File: src/rtl/program_sequencer.sv
// Program address sequencer: sequential advance, jump, relative branch,
// and call/return through a small return-address stack with sticky
// overflow/underflow error flags.
module program_sequencer #(
  parameter int              AW         = 32,
  parameter int              STEP       = 4,
  parameter int              DEPTH      = 8,
  parameter logic [AW-1:0]   RESET_ADDR = '0
) (
  input  logic                         clk,
  input  logic                         reset,
  input  logic                         enable,
  input  logic [2:0]                   op,
  input  logic [AW-1:0]                jump_address,
  input  logic [AW-1:0]                branch_offset,
  input  logic                         taken,
  input  logic                         clear_err,
  output logic [AW-1:0]                current_addr,
  output logic [AW-1:0]                next_address,
  output logic [$clog2(DEPTH+1)-1:0]   stack_depth,
  output logic                         stack_overflow,
  output logic                         stack_underflow
);

  localparam int DW    = $clog2(DEPTH + 1);
  // Index width is at least one bit so a single-entry stack still has a
  // legal address; the array is sized to cover every index value.
  localparam int IW    = (DEPTH > 1) ? $clog2(DEPTH) : 1;
  localparam int SLOTS = 1 << IW;

  typedef enum logic [2:0] {
    OP_NEXT   = 3'd0,
    OP_JUMP   = 3'd1,
    OP_BRANCH = 3'd2,
    OP_CALL   = 3'd3,
    OP_RETURN = 3'd4
  } op_e;

  logic [AW-1:0]        addr_q, addr_d;
  logic [DW-1:0]        depth_q, depth_d;
  logic                 ovf_q, ovf_d;
  logic                 unf_q, unf_d;
  logic [AW-1:0]        stack_q [SLOTS];

  logic [AW-1:0]        step_addr;
  logic signed [AW-1:0] br_sum;
  logic [IW-1:0]        top_idx;
  logic [IW-1:0]        push_idx;
  logic                 push_req, pop_req;
  logic                 ovf_set, unf_set;
  logic                 push_en;

  // Decode the op into the next address and the stack/flag requests.
  always_comb begin
    step_addr    = addr_q + AW'(STEP);
    br_sum       = $signed(addr_q) + $signed(branch_offset);
    top_idx      = IW'(depth_q - DW'(1));
    push_idx     = IW'(depth_q);
    next_address = step_addr;
    push_req     = 1'b0;
    pop_req      = 1'b0;
    ovf_set      = 1'b0;
    unf_set      = 1'b0;
    case (op)
      OP_JUMP:   next_address = jump_address;
      OP_BRANCH: if (taken) next_address = $unsigned(br_sum);
      OP_CALL: begin
        next_address = jump_address;
        if (depth_q == DW'(DEPTH)) ovf_set  = 1'b1;
        else                       push_req = 1'b1;
      end
      OP_RETURN: begin
        // An empty stack is never read: fall through to the sequential address.
        if (depth_q != '0) begin
          next_address = stack_q[top_idx];
          pop_req      = 1'b1;
        end else begin
          unf_set = 1'b1;
        end
      end
      default: next_address = step_addr;
    endcase
  end

  // Next-state for address, stack depth and sticky flags (set wins over clear).
  always_comb begin
    addr_d  = addr_q;
    depth_d = depth_q;
    if (enable) begin
      addr_d = next_address;
      if (push_req)     depth_d = depth_q + DW'(1);
      else if (pop_req) depth_d = depth_q - DW'(1);
    end
    ovf_d   = (ovf_q & ~clear_err) | (enable & ovf_set);
    unf_d   = (unf_q & ~clear_err) | (enable & unf_set);
    push_en = enable & push_req & ~reset;
  end

  // Control state registers with synchronous reset.
  always_ff @(posedge clk) begin
    if (reset) begin
      addr_q  <= RESET_ADDR;
      depth_q <= '0;
      ovf_q   <= 1'b0;
      unf_q   <= 1'b0;
    end else begin
      addr_q  <= addr_d;
      depth_q <= depth_d;
      ovf_q   <= ovf_d;
      unf_q   <= unf_d;
    end
  end

  // Return-address storage; validity is tracked solely by depth_q.
  always_ff @(posedge clk) begin
    if (push_en) stack_q[push_idx] <= step_addr;
  end

  assign current_addr    = addr_q;
  assign stack_depth     = depth_q;
  assign stack_overflow  = ovf_q;
  assign stack_underflow = unf_q;

endmodule

File: config.mk
export PLATFORM = sky130hd
export DESIGN_NAME = program_sequencer
export DESIGN_NICKNAME = d
export VERILOG_FILES = /design/src/rtl/program_sequencer.sv
export SDC_FILE = /design/constraint.sdc
export NUM_CORES = 1
export LEC_CHECK = 0
export ABC_AREA = 1
export CORE_ASPECT_RATIO = 1.25
export CORE_UTILIZATION = 35
export DETAILED_ROUTE_END_ITERATION = 7
export HOLD_SLACK_MARGIN = 0.15
export SETUP_SLACK_MARGIN = 0.2
export SLEW_MARGIN = 30
export SYNTH_ARGS = -nofsm -noshare
export SYNTH_HDL_FRONTEND = slang
export SYNTH_SLANG_ARGS = --single-unit
File: constraint.sdc
create_clock -name clk -period 4.75 [get_ports clk]
set_clock_uncertainty 0.05 [all_clocks]
set_input_delay 0.95 -clock clk [delete_from_list [all_inputs] [get_ports clk]]
set_output_delay 0.95 -clock clk [all_outputs]
set_load 0.005 [all_outputs]
# Yosys cells after proc, flatten, opt, wreduce, memory -nomap -nowiden
# Memory sizes are Yosys's and may differ from the RTL's.
# Cells that the tools add are included.
[totals] regBits=38 mem_bits_rw=256 input_bits=72 output_inout_bits=70 wordCells=43 mem_count=1
[memory_table] name="stack_q" depth=8 word_bits=32 rd=1 rd_clocked_by_memory_dff=0 wr=1 line="43" text="logic [AW-1:0] stack_q [SLOTS];"
[op_classes] add_sub_neg=4 eq_ne=5 mux=15 bitwise_logic=10 n_reduce_logical=4
[op_table] operator="$pmux 32 s3" count=1
[op_table] operator="$mux 32" count=2
[op_table] operator="$add 32x3->32 const B" count=1
[op_table] operator="$add 32x32->32" count=1
[op_table] operator="$mux 1" count=10
[op_table] operator="$mux 4" count=2
[op_table] operator="$and 1x1->1" count=6
[op_table] operator="$eq 3x2->1 const B" count=2
[op_table] operator="$add 4x1->4 const B" count=1
[op_table] operator="$eq 4x4->1 const B" count=1
[op_table] operator="$reduce_bool 4->1" count=1
[op_table] operator="$sub 4x1->4 const B" count=1
[op_table] operator="$eq 3x1->1 const B" count=1
[op_table] operator="$eq 3x3->1 const B" count=1
[op_table] operator="$not 1->1" count=2
[op_table] operator="$or 1x1->1" count=2
[op_table] operator="$reduce_and 2->1" count=1
[op_table] operator="$reduce_bool 2->1" count=1
[op_table] operator="$reduce_or 2->1" count=1

# Depth between registers and ports, before layout
# Gate-level depths: netlist (run 1).
[depth] word_depth=7 depth_mapped=16 mapped_depth_nobuf=15

# Least setup slack after synthesis (run 1)
# Ideal clock, no wire load.
[synth_timing] kind="in2reg" startpoint="input port op[0]" endpoint="memory stack_q[7][0], enable pin" setup_time_ps=502 t_arrival_ps=4567 required_ps=4198 path_slack_ps=-369 path_stages=4 n_path_buf=0 cell_sequence="inv_1 -> nor3_1 -> nand2_1 -> nor4_1"
[synth_via] elab_chain_cells=6
[synth_lines] item="start, declared" line="13" text="input logic [2:0] op,"
[synth_lines] item="$eq 3x2->1" line="64" text="case (op)"
[synth_lines] item="$mux 1" line="64"
[synth_lines] item="$and 1x1->1 (2 in series)" line="96" text="push_en = enable & push_req & ~reset;"
[synth_lines] item="$mux 1" line="116" text="if (push_en) stack_q[push_idx] <= step_addr;"
[synth_lines] item="$mux 1 (not written as such)" line="116"
[synth_lines] item="end, declared" line="43"
# No other way between the ends.

# Worst setup path after layout (run 1)
[layout_timing] startpoint="input port branch_offset[22]" endpoint="output port next_address[24]"
[layout_via] elab_chain_cells=3
[layout_lines] item="start, declared" line="15" text="input logic [AW-1:0] branch_offset,"
[layout_lines] item="$add 32x32->32" line="56" text="br_sum = $signed(addr_q) + $signed(branch_offset);"
[layout_lines] item="$mux 32" line="66" text="OP_BRANCH: if (taken) next_address = $unsigned(br_sum);"
[layout_lines] item="$pmux 32 s3" line="64"
[layout_lines] item="end, declared" line="19" text="output logic [AW-1:0] next_address,"
# No other way between the ends.

==> results of run 1 <==
-- final timing paths --
| path | end | slack [ns] | cells past startpoint |
|---|---|---|---|
| worst min-delay path | stack_underflow$_SDFF_PP0_ | 0.44 | 2 |
| worst min register to register | stack_underflow$_SDFF_PP0_ | 0.44 | 2 |
| worst max register to register | stack_q[6][13]$_DFFE_PP_ | 2.05 | 9 |
| worst max-delay path | next_address[24] | 0.24 | 11 |
-- stage by stage --
step	setup TNS, ns	setup WS (ns)	std cells	hold slack (ns)
after floorplan	0	0.216	1749	0.410
after global placement	-0.0361	-0.0278	2441	0.425
after detailed placement	-0.0211	-0.0211	2441	0.414
after CTS	0	0.202	2494	0.435
after global routing	0	0.156	2494	0.473
final	0	0.244	2494	0.439
-- timing repair --
action | 4_1_cts | 5_1_grt
pin swaps | 4 | 2
setup buffers | 1 | 0
resized for setup | 10 | 50
cloned | 0 | 0
setup endpoints to repair | 12 | 22
-- power breakdown --
group | internal [mW] | switching (mW)
clock network | 1.27 | 0.976
registers | 2.85 | 0.0595
logic | 0.416 | 0.640
total | 4.54 | 1.68
-- per-layer routing --
layer / share of wire [%] / wire length, um / track usage (%)
met1: 40 / 20200 / 26.9
met2: 50 / 25100 / 38.1
met3: 4.7 / 2370 / 1.87
met4: 5.0 / 2490 / 11.3
met5: 0 / 0 / 0
-- synth_stat cells, drive strengths merged --
master	instances	area (um^2)
nand2	425	1650
edfxtp	256	7690
nor2	223	915
inv	206	773
o21ai	138	691
nand3	109	558
a21oi	70	358
dfxtp	38	761
buf	37	200
o221ai	37	324
ha	34	425
clkbuf	31	158
nand4	30	188
xor2	22	223
nor3	16	90.1
mux2i	10	100
nand3b	10	75.1
o211ai	7	52.6
xnor2	7	68.8
o22ai	5	31.3
a21o	4	30.0
a22o	4	35.0
a22oi	4	30.0
and2	3	18.8
clkinv	3	11.3
nor4	3	25.0
o21bai	3	22.5
or2	3	18.8
and3	2	12.5
dlygate4sd1	2	17.5
a211oi	1	7.51
a311oi	1	8.76
fa	1	20.0
nor3b	1	7.51
o2111ai	1	8.76
o211a	1	10.0
o32ai	1	8.76
-- cell families (layout without fill, tap and decap cells) --
group | after synthesis | in the layout | synth area share (%)
XOR/XNOR | 29 | 29 | 1.87
AO/OA/AOI/OAI | 277 | 277 | 10.4
buffers and inverters | 279 | 452 | 7.42
AND/OR/NAND/NOR | 825 | 825 | 22.8
adder cells (fa/ha/maj) | 35 | 35 | 2.85
flip-flops | 294 | 294 | 54.1
multiplexers | 10 | 10 | 0.641
-- state kept, by name, summed over array words and instances, names as in the netlist --
register and flops:
stack_q 256, current_addr 32, stack_underflow 1, stack_overflow 1, stack_depth 4
-- cell type report --
class | instances | area (um^2)
fillers | 4188 | 25000
flip-flops and latches | 294 | 8450
multi-input cells | 1176 | 6300
repair buffers | 191 | 1850
inverters | 209 | 786
clock buffers | 36 | 782
well taps | 572 | 716
clock inverters | 16 | 139
-- worst reg2reg max path: cells and delay by family, from the launching register on --
kind | cells | cell delay, ns
buffers and inverters | 3 | 0.78
adders and majority gates | 1 | 0.23
DFF | 1 | 0.45
and+or+nand+nor | 5 | 0.79
==> results.txt, run 1 <==
die span in y = 238 um
DR WL/cell = 20.1 um
Hold Crit Class = reg2reg
Routed Antenna Nets = 0
worst rel slew slack = 41.4%
drt total wl = 50.1 mm
Core Box Area = 0.0440 mm^2
outcome = finished clean
final setup fails = 0
Crit path top cell by count = nand3_1
CTS tree = built
fin area = 0.0190 mm^2
commonest non-fill, non-tap cells in the layout = nand2_1, edfxtp_1, nor2_1
crit path time final = 4.51 ns
Post-CTS Hold Buffers = 0
clk_lat worst skew = 0.56 ns
largest net degree at the start of global routing = 122
CTS HTree Levels = 1
synthesized area per cell = 8.93 um^2
DP Area = 0.0179 mm^2
fmax = 0.222 GHz
initial antenna violation count = 0
number of port buffers = 141
syn_nets = 1856
Ports = 142
Remaining Overflow, GRT = 0
Tcrit/Tclk final = 94.9%
detailed-route via count = 12900
root buffer cell = clkbuf_16
clock slew at reported path FFs = 0.07 ns
sum of buffers and inverters on the critical path = 3
Least-Margin Pin Slew = 0.876 ns
layout net count = 2007
dpl hpwl = 35.0 mm
layout cells sized above 1 = 10.5%
Cell Chain, Critical Path = clkdlybuf4s50_1 -> ha_1 -> nand2_1 -> nor2_1 -> nand2_1 -> inv_1 -> nand3_1 -> nand4_1 -> nand3_1 -> nand3_1 -> clkdlybuf4s50_1
first-pass GRT wire length = 74.7 mm
Max-Cap Viols = 0
Inserted Clock Buffers = 28
unique cell type count in the Yosys netlist = 55
register area share after synthesis = 54.1%
P_leak = 7.72 nW
RR Startpoint = stack_depth[1]$_SDFFE_PP0P_
crit path launch type = input port
WP data arrival = 3.51 ns
synth warn = 0
final hold vios = 0
Peak VDD IR = 0.257 mV
final core utilization = 43.2%
most common cell after layout, fill and taps aside = nand2_1
CTS sink count = 294
Pins Over Slew Limit = 0
RD Place Congestion = 1.01
starting density of the core = 35.5%
layout overhead on the synthesized area = 21.8%
router iterations before antenna repair = 6
Die X = 191 um
DRC Markers = 0
First DRT Iteration DRCs = 976
Worst EP required = 3.75 ns
critical path's top delay family = simple AND/OR/NAND/NOR gates
crit path kind = in2out
Worst Min Path Start = stack_underflow$_SDFF_PP0_
critical path capture point type = primary output
site row count = 86
Diodes inserted = 0
total track usage = 21.9%
Via density = 5.18
CP max stage cell = clkdlybuf4s50_1
Max Buffers Root-to-Sink = 3
Die Area = 0.0455 mm^2
#FFs+latches synth = 294
Worst path max stage delay = 0.51 ns
Pwr Total = 6.21 mW
crit path from = branch_offset[22]
P per Cell Area = 327 mW/mm^2
Synth Instances = 1749
Crit Path Max Fanout = 5
vias in the first global route = 12700
RSZ-0062 raised after global routing = yes
synthesized cell area = 0.0156 mm^2
Power figures use the tool's default switching activity.
==> run 2: changes to the inputs <==
--- a/config.mk
+++ b/config.mk
@@ -6,6 +6,7 @@
 export NUM_CORES = 1
 export LEC_CHECK = 0
 export ABC_AREA = 1
+export ABC_CLOCK_PERIOD_IN_PS = 4750
 export CORE_ASPECT_RATIO = 1.25
 export CORE_UTILIZATION = 35
 export DETAILED_ROUTE_END_ITERATION = 7
==> results of run 2 <==
Same layout as run 1: the final DEF is identical, and so are final timing and power.
